<file path="config.mk">
export PLATFORM = sky130hd
export DESIGN_NAME = spram_fifo_ctrl
export DESIGN_NICKNAME = d
export VERILOG_FILES = /design/src/rtl/spram_fifo_ctrl.sv
export SDC_FILE = /design/constraint.sdc
export NUM_CORES = 1
export LEC_CHECK = 0
export CAP_MARGIN = 5
export CORE_UTILIZATION = 50
export DETAILED_ROUTE_END_ITERATION = 10
export GPL_TIMING_DRIVEN = 0
export PLACE_DENSITY = 0.76
export SYNTH_ARGS = -nofsm -noshare
export SYNTH_HDL_FRONTEND = slang
export SYNTH_SLANG_ARGS = --single-unit
</file>
<file path="constraint.sdc">
create_clock -name clk -period 3.3 [get_ports clk]
set_clock_uncertainty 0.2 [all_clocks]
set_input_delay 0.33 -clock clk [delete_from_list [all_inputs] [get_ports clk]]
set_output_delay 0.33 -clock clk [all_outputs]
set_load 0.01 [all_outputs]
</file>
<file path="src/rtl/spram_fifo_ctrl.sv">
// spram_fifo_ctrl: valid/ready FIFO controller around a single-port synchronous RAM.
// A 3-entry output buffer hides the 1-cycle RAM read latency. When the RAM is
// empty and no read is in flight, incoming words bypass the RAM entirely.
module spram_fifo_ctrl #(
    parameter int DATA_WIDTH = 8,
    parameter int FIFO_DEPTH = 16,
    parameter int ADDR_WIDTH = $clog2(FIFO_DEPTH),
    parameter int CNT_WIDTH  = $clog2(FIFO_DEPTH + 4)
) (
    input  logic                  clk,
    input  logic                  rst,
    input  logic                  s_valid,
    output logic                  s_ready,
    input  logic [DATA_WIDTH-1:0] s_data,
    output logic                  m_valid,
    input  logic                  m_ready,
    output logic [DATA_WIDTH-1:0] m_data,
    output logic                  ram_en,
    output logic                  ram_we,
    output logic [ADDR_WIDTH-1:0] ram_addr,
    output logic [DATA_WIDTH-1:0] ram_din,
    input  logic [DATA_WIDTH-1:0] ram_dout,
    output logic [CNT_WIDTH-1:0]  count
);

    localparam int RC_W = $clog2(FIFO_DEPTH + 1);

    logic [ADDR_WIDTH-1:0] wr_ptr;
    logic [ADDR_WIDTH-1:0] rd_ptr;
    logic [RC_W-1:0]       ram_cnt;
    logic                  rd_inflight;

    logic [DATA_WIDTH-1:0] obuf [3];
    logic [1:0]            obuf_head;
    logic [1:0]            obuf_cnt;
    logic [1:0]            obuf_tail;
    logic [2:0]            tail_sum;

    logic                  rd_issue;
    logic                  bypass_ok;
    logic                  wr_fire;
    logic                  byp_fire;
    logic                  push;
    logic                  pop;
    logic [DATA_WIDTH-1:0] push_data;

    function automatic logic [ADDR_WIDTH-1:0] ptr_inc(input logic [ADDR_WIDTH-1:0] p);
        return (p == ADDR_WIDTH'(FIFO_DEPTH - 1)) ? '0 : p + ADDR_WIDTH'(1);
    endfunction

    // Port arbitration: reads take the RAM whenever the output side has room,
    // writes only when no read is issued; bypass when the RAM path is idle.
    always_comb begin
        rd_issue  = !rst && (ram_cnt != '0) &&
                    (({1'b0, obuf_cnt} + {2'b0, rd_inflight}) < 3'd3);
        bypass_ok = (ram_cnt == '0) && !rd_inflight && (obuf_cnt != 2'd3);
        s_ready   = !rst && (bypass_ok || ((ram_cnt < RC_W'(FIFO_DEPTH)) && !rd_issue));
        wr_fire   = s_valid && s_ready && !bypass_ok;
        byp_fire  = s_valid && s_ready && bypass_ok;
        push      = rd_inflight || byp_fire;
        push_data = rd_inflight ? ram_dout : s_data;
        m_valid   = (obuf_cnt != 2'd0);
        pop       = m_valid && m_ready;
        m_data    = obuf[obuf_head];
        ram_en    = rd_issue || wr_fire;
        ram_we    = wr_fire;
        ram_addr  = rd_issue ? rd_ptr : wr_ptr;
        ram_din   = s_data;
        tail_sum  = {1'b0, obuf_head} + {1'b0, obuf_cnt};
        obuf_tail = (tail_sum >= 3'd3) ? 2'(tail_sum - 3'd3) : tail_sum[1:0];
        count     = CNT_WIDTH'(ram_cnt) + CNT_WIDTH'(obuf_cnt) + CNT_WIDTH'(rd_inflight);
    end

    // Control state: RAM pointers/occupancy, in-flight read flag, output buffer indices.
    always_ff @(posedge clk) begin
        if (rst) begin
            wr_ptr      <= '0;
            rd_ptr      <= '0;
            ram_cnt     <= '0;
            rd_inflight <= 1'b0;
            obuf_head   <= '0;
            obuf_cnt    <= '0;
        end else begin
            rd_inflight <= rd_issue;
            if (rd_issue) rd_ptr <= ptr_inc(rd_ptr);
            if (wr_fire)  wr_ptr <= ptr_inc(wr_ptr);
            // Read and write are mutually exclusive, so at most one of these applies.
            if (wr_fire)       ram_cnt <= ram_cnt + RC_W'(1);
            else if (rd_issue) ram_cnt <= ram_cnt - RC_W'(1);
            if (push && !pop)      obuf_cnt <= obuf_cnt + 2'd1;
            else if (pop && !push) obuf_cnt <= obuf_cnt - 2'd1;
            if (pop) obuf_head <= (obuf_head == 2'd2) ? 2'd0 : obuf_head + 2'd1;
        end
    end

    // Output buffer payload storage; contents are meaningless while obuf_cnt is 0.
    always_ff @(posedge clk) begin
        if (!rst && push) obuf[obuf_tail] <= push_data;
    end

endmodule

</file>
* Word level (Yosys, flattened, before mapping)
Memories as Yosys holds them, arrays and structs flattened. A register that Yosys moved wholly into a read port is not among the register bits.
Cells that the tools add are included.
** Storage, ports and cells
- Register bits after elaboration :: 18
- Bits in latches :: 0
- RAM bits :: 24
- ROM bits :: 0
- Input bits :: 20
- Logic and storage cells :: 67
- Memories kept :: 1
** Operators by class
- Add/subtract/negate cells :: 12
- $mul :: 0
- Divide/modulo/power cells :: 0
- $lt $le $gt $ge :: 3
- Equal/unequal tests :: 4
- Shift-type cells :: 0
- Multiplexer cells :: 14
- Bitwise gates (word level) :: 0
- Reduce and logical (&&, ||, !) cells :: 27
** Memories
- obuf :: words 3, width 8, rd ports 1, clocked after Yosys merged registers in 1, wr ports 1, line 33 : logic [DATA_WIDTH-1:0] obuf [3];
** Operators with widths (number)
- logical AND 1 bit :: 13
- 2-to-1 mux 2 bit :: 6
- 2-to-1 mux 4 bit :: 3
- 2-to-1 mux 5 bit :: 2
- adder 4 x 1 -> 4 bit, second input constant :: 2
- equality test 4 bit, second input constant :: 2
- 2-to-1 mux 8 bit :: 1
- zero test 1 bit :: 6
- nonzero test 2 bit :: 3
- adder 5 x 1 -> 5 bit :: 1
- adder 5 x 1 -> 5 bit, second input constant :: 1
- adder 5 x 2 -> 5 bit :: 1
- zero test 5 bit :: 1
- < comparator 5 bit, second input constant :: 1
- nonzero test 5 bit :: 1
- subtractor 5 x 1 -> 5 bit, second input constant :: 1
- adder 2 x 1 -> 2 bit, second input constant :: 2
- adder 2 x 1 -> 3 bit :: 1
- adder 2 x 2 -> 3 bit :: 1
- >= comparator 3 x 2 -> 1 bit, second input constant :: 1
- logical OR 1 bit :: 3
- < comparator 3 x 2 -> 1 bit, second input constant :: 1
- equality test 2 bit, second input constant :: 1
- 2-to-1 mux 1 bit :: 2
- other kinds (3) :: 3

* Logic depth before layout (Yosys ltp)
Gate-level depths: netlist (run 1).
- Depth in word-level cells :: 14
- Depth in mapped cells :: 10
- Gate-level depth less buffers :: 10

* Worst setup path after synthesis (run 1)
OpenSTA, ideal clock, no wires.
- Path kind :: register to register
- From :: register ram_cnt[4]
- To :: register ram_cnt[4]
- Library setup time :: 64 ps
- Arrival :: 2650 ps
- Required time :: 3036 ps
- Path slack :: 387 ps
- Stages on the path, launching flop included :: 10
- Buffers on the path :: 1
- Cell sequence :: dfxtp_1 or4_1 buf_2 o21ai_4 nand2_4 fa_1 a21o_1 a21o_1 or4_1 nand4_1
** Between the ends
- Longest elaborated chain between the ends :: 10
- Elaborated cells between the ends (all ways) :: 19
- Classes of those cells :: add/sub (2); order compare (1); mux (2); reduce/logical (14)
** RTL lines
- start: declaration :: line 30 : logic [RC_W-1:0] ram_cnt;
- start signal: assignment :: line 88 : if (wr_fire) ram_cnt <= ram_cnt + RC_W'(1);
- start signal: assignment :: line 89 : else if (rd_issue) ram_cnt <= ram_cnt - RC_W'(1);
- parallel branches: the longest is 10 deep, another holds < comparator 5 bit
Parallel ways; which one is timed is not known. The select of a mux whose other input is x is not followed.
A chain may end at the register's enable or synchronous reset.

* Worst setup path in the final report (run 1)
- From :: register ram_cnt[4]
- To :: output s_ready
** Between the ends
- Longest elaborated chain between the ends :: 7
- Elaborated cells between the ends (all ways) :: 11
- Classes of those cells :: order compare (1); reduce/logical (10)
** RTL lines
- parallel branches: the longest is 5 deep, another holds < comparator 5 bit
- logical OR 1 bit * :: line 57 : s_ready = !rst && (bypass_ok || ((ram_cnt < RC_W'(FIFO_DEPTH)) && !rd_issue));
- logical AND 1 bit * :: line 57
- end: declaration :: line 13 : output logic s_ready,
Mark *: on every way between the ends.

==> results of run 1 <==
## state kept, by name, indices dropped and copies added, names as in the netlist, named ones only
register / count
obuf_cnt: 2
rd_ptr: 4
obuf: 24
wr_ptr: 4
ram_cnt: 5
rd_inflight: 1
obuf_head: 2
## cell families (layout without fill, tap and decap cells)
logic type / after synthesis / in the layout / synth area share [%]
AOI/OAI and AO/OA: 43 / 43 / 11.9
xor gates and xnor gates: 8 / 8 / 2.92
adders and majority gates: 15 / 15 / 9.08
buffers and inverters: 29 / 87 / 6.63
DFF: 44 / 44 / 46.8
muxes: 19 / 19 / 8.40
and+or+nand+nor: 71 / 71 / 14.3
## path summary, 6_finish.rpt
kind         startpoint  cells past startpoint    endpoint
max          ram_cnt[4]                      7     s_ready
min           rd_ptr[1]                      2   rd_ptr[1]
max reg2reg  ram_cnt[4]                      9  ram_cnt[4]
min reg2reg   rd_ptr[1]                      2   rd_ptr[1]
## area by class of cell
cell class | count | area share [%]
inverters | 11 | 1.35
well taps | 52 | 2.12
clock inverters | 1 | 0.163
flip-flops and latches | 44 | 36.6
plain buffers | 18 | 3.96
multi-input cells | 156 | 37.0
clock buffers | 6 | 2.37
repair buffers | 51 | 16.4
## where the power goes
group | internal, W | switching, W | total, W
combinational | 0.000616 | 0.000613 | 0.00123
sequential | 0.000731 | 0.0000943 | 0.000826
clock | 0.000144 | 0.000168 | 0.000312
## routing by layer
metal  part of all wire, %  track usage, %  wire length, um
met5                     0               0                0
met4                  0.16            6.00                8
met1                    42            22.7             2040
met2                    53            36.8             2610
met3                   4.5            5.34              222
## placed cells by master (no fill, tap or decap), types with 7 or more instances in the layout
cell type	instances
buf_4	12
nand3_1	7
dfxtp_1	19
nor2_1	7
ha_1	11
nand2_1	31
edfxtp_1	24
mux2_2	9
clkdlybuf4s50_1	48
o21ai_0	13
inv_1	9
a21oi_1	11
mux2i_1	10
## through the flow
stage | util (%) | total power (W) | setup WS [ns]
global route | 68.5 | 0.00252 | 0.0107
CTS | 67.7 | 0.00234 | 0.0786
global placement | 65.8 | 0.00199 | -0.0428
finish | 68.5 | 0.00237 | 0.105
detailed placement | 65.8 | 0.00202 | -0.0647
floorplan | - | 0.00159 | 0.387
## worst reg2reg max path, delay by kind of cell, from the launching register on
| kind | cells | cell delay (ns) |
|---|---|---|
| adders and majority gates | 1 | 0.47 |
| and+or+nand+nor | 4 | 1.16 |
| AOI/OAI and AO/OA | 3 | 0.70 |
| buffers and inverters | 1 | 0.17 |
| DFF | 1 | 0.37 |
## what timing repair did
action,4_1_cts,5_1_grt
buffers inserted,0,3
endpoints found under the setup margin,16,6
gates resized for setup,3,4
pin swaps,0,2
==> flow_metrics.env, run 1 <==
export IMPL_dp_cells=329
export IMPL_portBuffers=48
export IMPL_grt_max_degree=13
export IMPL_worst_hold_slack_ns=0.301
export IMPL_cts_buffer_depth=2
export IMPL_crit_type="reg -> out"
export IMPL_finalHoldViolCount=0
export IMPL_status="finished, violations left"
export IMPL_crit_path_top_delay_cell="clkdlybuf4s50_1"
export IMPL_antenna_found_initial=0
export IMPL_finalCritPeriodShare_pct=96.8
export IMPL_via_per_inst=5.49
export IMPL_cts_tree="yes"
export IMPL_yosys_top_cells_count="31 x nand2_1, 24 x edfxtp_1, 20 x dfxtp_1, 13 x o21ai_0"
export IMPL_cts_buffers=5
export IMPL_fillCellCount=350
export IMPL_detail_route_iter0_violations=89
export IMPL_yosysWarningCount=0
export IMPL_mappedNetlistArea_mm2=0.00240
export IMPL_area_growth_pct=27.8
export IMPL_clock_tree_root_cell="clkbuf_8"
export IMPL_drv_slew=0
export IMPL_diodes=0
export IMPL_avgRoutedWirePerCell_um=14.4
export IMPL_p_per_area_mw_per_mm2=772
export IMPL_hold_path_class="reg -> reg"
export IMPL_core_area_mm2=0.00447
export IMPL_grt_pass1_wl_um=7900
export IMPL_rsz0062_at_grt="false"
export IMPL_fmax_ghz=0.313
export IMPL_async_flop_share_pct=0
export IMPL_post_dp_cell_area_mm2=0.00294
export IMPL_cp_data_required_time_ns=2.77
export IMPL_cts_sinks=44
export IMPL_p_leak_nw=1.18
export IMPL_yosysMostFrequentCell="nand2_1"
export IMPL_die_x_um=71.2
export IMPL_crit_path_max_fanout=10
export IMPL_routed_wl_um=4890
export IMPL_overflow=0
export IMPL_synth_edf_count=24
export IMPL_start_kind="flop"
export IMPL_die_h_um=71.2
export IMPL_start_util_pct=53.6
export IMPL_yosys_area_top_type_share_pct=30.1
export IMPL_grt_use_total_pct=20.0
export IMPL_violations="DRC"
export IMPL_ios=49
export IMPL_fin_nets=322
export IMPL_die_area_mm2=0.00508
export IMPL_first_global_vias=1835
export IMPL_synth_top_area_cell="edfxtp_1"
export IMPL_synth_cell_types=45
export IMPL_cp_top_family="buffers and inverters"
export IMPL_layout_area_seq_mm2=0.00112
export IMPL_postCtsHoldBufs=0
export IMPL_clk_pin_slew_worst_paths_ns=0.08
export IMPL_ys_seq_elements=44
export IMPL_dp_hpwl_um=3540
export IMPL_slew_headroom_pct=51.4
export IMPL_setup_viol=0
export IMPL_tightest_slew_ns=0.726
export IMPL_cp_end_kind="primary output"
export IMPL_synth_area_top_cells="edfxtp_1 30%, dfxtp_1 17%, ha_1 5.7%, nand2_1 4.9%, mux2_2 4.2%"
export IMPL_cts_htree_levels=2
export IMPL_worstPathCellList="or4_1 -> buf_2 -> o21ai_4 -> inv_2 -> buf_6 -> nor3_1 -> clkdlybuf4s50_1"
export IMPL_syn_nets=264
export IMPL_multi_input_area_mm2=0.00113
export IMPL_ff2ff_setup_slack_ns=0.17
export IMPL_final_area_mm2=0.00306
export IMPL_drv_cap=0
export IMPL_critPathMaxStageDelay_ns=0.57
export IMPL_drc=3
export IMPL_insertion_delay_ns=0.29
export IMPL_first_pass_iters=7
export IMPL_netlist_instances=229
export IMPL_ir_worst_vdd_mv=0.513
export IMPL_worst_ep_arrival_time_ns=2.66
export IMPL_num_vias=1860
export IMPL_crit_buf_inv=4
export IMPL_antenna_left=0
export IMPL_rows=24
export IMPL_seq_area_frac_synth_pct=46.8
export IMPL_place_congestion=0.777
export IMPL_final_layout_size_suffix_gt1_share_pct=15.0
export IMPL_min_period_ns=3.19
export IMPL_synth_ff_type="edfxtp_1"
export IMPL_syn_area_per_cell_um2=10.5
export IMPL_instances_no_fill=339
export IMPL_fin_tns_setup_ns=0
Power figures use the tool's default switching activity.
==> run 2, diff against run 1 <==
- CORE_MARGIN: not set -> 2
==> run 2 against run 1 <==
  * The flow now finishes without violations
  * Sequential power is 0.7% higher
  * Worst hold slack gained 0.023 ns
  * Sequential share of layout area is 0.44 points lower
  * Clock power rose by 36%
  * Setup slack gained 0.066 ns
  * Routed wire length barely moved
  * Critical endpoint is now ram_cnt[4]
==> flow_metrics.env, run 2 (synthesized netlist as in run 1, its figures left out) <==
export IMPL_p_per_area_mw_per_mm2=796
export IMPL_setup_viol=0
export IMPL_slew_headroom_pct=49.9
export IMPL_hold_depth=2
export IMPL_grt_use_total_pct=18.9
export IMPL_portBuffers=48
export IMPL_multi_input_area_mm2=0.00112
export IMPL_largest_reg_flops=24
export IMPL_core_area_mm2=0.00466
export IMPL_fin_tns_setup_ns=0
export IMPL_antenna_left=0
export IMPL_rows=25
export IMPL_hold_path_class="reg -> reg"
export IMPL_cp_end_kind="flop"
export IMPL_grt_pass1_wl_um=7740
export IMPL_cts_buffers=5
export IMPL_drc=0
export IMPL_largest_register="obuf"
export IMPL_ios=49
export IMPL_dp_slack_ns=-0.0238
export IMPL_cts_htree_levels=2
export IMPL_ir_worst_vdd_mv=0.533
export IMPL_p_leak_nw=1.21
export IMPL_layout_common_cells="47 x clkdlybuf4s50_1, 31 x nand2_1, 24 x edfxtp_1, 17 x dfxtp_1, 13 x o21ai_0"
export IMPL_final_area_mm2=0.00311
export IMPL_crit_type="reg -> reg"
export IMPL_postLayoutCoreUtil_pct=66.7
export IMPL_grt_max_degree=15
export IMPL_status="finished clean"
export IMPL_die_area_mm2=0.00536
export IMPL_reg_largest_list="obuf: 24 flops, ram_cnt: 5 flops"
export IMPL_avgRoutedWirePerCell_um=14.3
export IMPL_first_pass_iters=4
export IMPL_cts_sinks=44
export IMPL_crit_path_top_delay_cell="or4_1"
export IMPL_worst_ep_arrival_time_ns=3.16
export IMPL_num_vias=1845
export IMPL_finalHoldViolCount=0
export IMPL_r2r_cells=9
export IMPL_drv_cap=0
export IMPL_cts_tree="yes"
export IMPL_crit_path_max_fanout=9
export IMPL_ff2ff_setup_slack_ns=0.17
export IMPL_setup_slack_ns=0.172
export IMPL_clock_tree_root_cell="clkbuf_8"
export IMPL_start_util_pct=51.4
export IMPL_tightest_slew_ns=0.748
export IMPL_detail_route_iter0_violations=67
export IMPL_diodes=0
export IMPL_layout_area_seq_mm2=0.00112
export IMPL_cts_buffer_depth=2
export IMPL_worstPathCellList="or4_1 -> buf_2 -> o21ai_4 -> nand2_4 -> fa_1 -> a21o_1 -> a21o_1 -> or4_1 -> nand4_1"
export IMPL_cp_data_required_time_ns=3.33
export IMPL_finalCritPeriodShare_pct=94.8
export IMPL_start_kind="flop"
export IMPL_fin_nets=322
export IMPL_overflow=0
export IMPL_fillCellCount=366
export IMPL_first_global_vias=1719
export IMPL_min_period_ns=3.13
export IMPL_dp_hpwl_um=3590
export IMPL_critPathMaxStageDelay_ns=0.52
export IMPL_die_x_um=73.2
export IMPL_clk_pin_slew_worst_paths_ns=0.08
export IMPL_post_dp_cell_area_mm2=0.00295
export IMPL_rsz0062_at_grt="false"
export IMPL_die_h_um=73.2
export IMPL_routed_wl_um=4890
export IMPL_worst_hold_slack_ns=0.325
export IMPL_insertion_delay_ns=0.29
export IMPL_via_per_inst=5.39
export IMPL_fmax_ghz=0.320
export IMPL_layout_commonest_cell="clkdlybuf4s50_1"
export IMPL_antenna_found_initial=0
export IMPL_drv_slew=0
export IMPL_final_layout_size_suffix_gt1_share_pct=16.3
export IMPL_place_congestion=0.799
export IMPL_area_growth_pct=29.6
export IMPL_postCtsHoldBufs=0
[run 2: cell count changes in the layout (fill, tap and decap cells not counted), sizes merged]
cell	delta
bufinv	+1
dlymetal6s2s	+1
clkdlybuf4s50	-1
[run 2: layout make-up]
class                           instances  area share, %
Clock inverter                          2           1.25
Tap cell                               54           2.17
Multi-Input combinational cell        156           36.2
Timing Repair Buffer                   51           16.3
Buffer                                 18           3.91
Sequential cell                        44           36.2
Inverter                               11           1.33
Clock buffer                            6           2.66
[run 2: what timing repair did]
item                                   in CTS  in global routing
setup endpoints to repair                   8                 14
setup buffers                               0                  3
resized for setup                           3                  5
endpoints found under the hold margin       0                  0
pin swaps                                   0                  1
[run 2: final timing paths]
check                                     to    startpoint
worst max-delay path              ram_cnt[4]    ram_cnt[4]
worst max register to register    ram_cnt[4]    ram_cnt[4]
worst min-delay path            obuf_head[1]  obuf_head[1]
worst min register to register  obuf_head[1]  obuf_head[1]
[run 2: power breakdown]
group	total (W)	switching, W	internal, W	leakage (nW)
logic	0.00122	0.000606	0.000611	0.770
clock network	0.000424	0.000177	0.000247	0.0614
registers	0.000832	0.0000988	0.000734	0.383
[run 2: worst max-delay path, delay by kind of cell (launching register included)]
| kind | cells | cell delay [ns] |
|---|---|---|
| AO/OA/AOI/OAI | 3 | 0.71 |
| adder cells (fa/ha/maj) | 1 | 0.47 |
| buffers and inverters | 1 | 0.17 |
| flip-flops | 1 | 0.37 |
| AND/OR/NAND/NOR | 4 | 1.14 |
[run 2: layer usage]
metal	vias up	global-route usage [%]	part of all wire [%]
met5	-	0	0
met4	0	5.35	1.0
met2	50	33.4	51
met3	6	3.18	4.8
met1	862	23.6	43
li1	927	-	-
[run 2: through the flow]
step / power [W] / std cells
6_report: 0.00247 / 342
4_1_cts: 0.00246 / 339
3_5_place_dp: 0.00202 / 331
3_3_place_gp: 0.00199 / 331
5_1_grt: 0.00264 / 342
2_1_floorplan: 0.00159 / 229
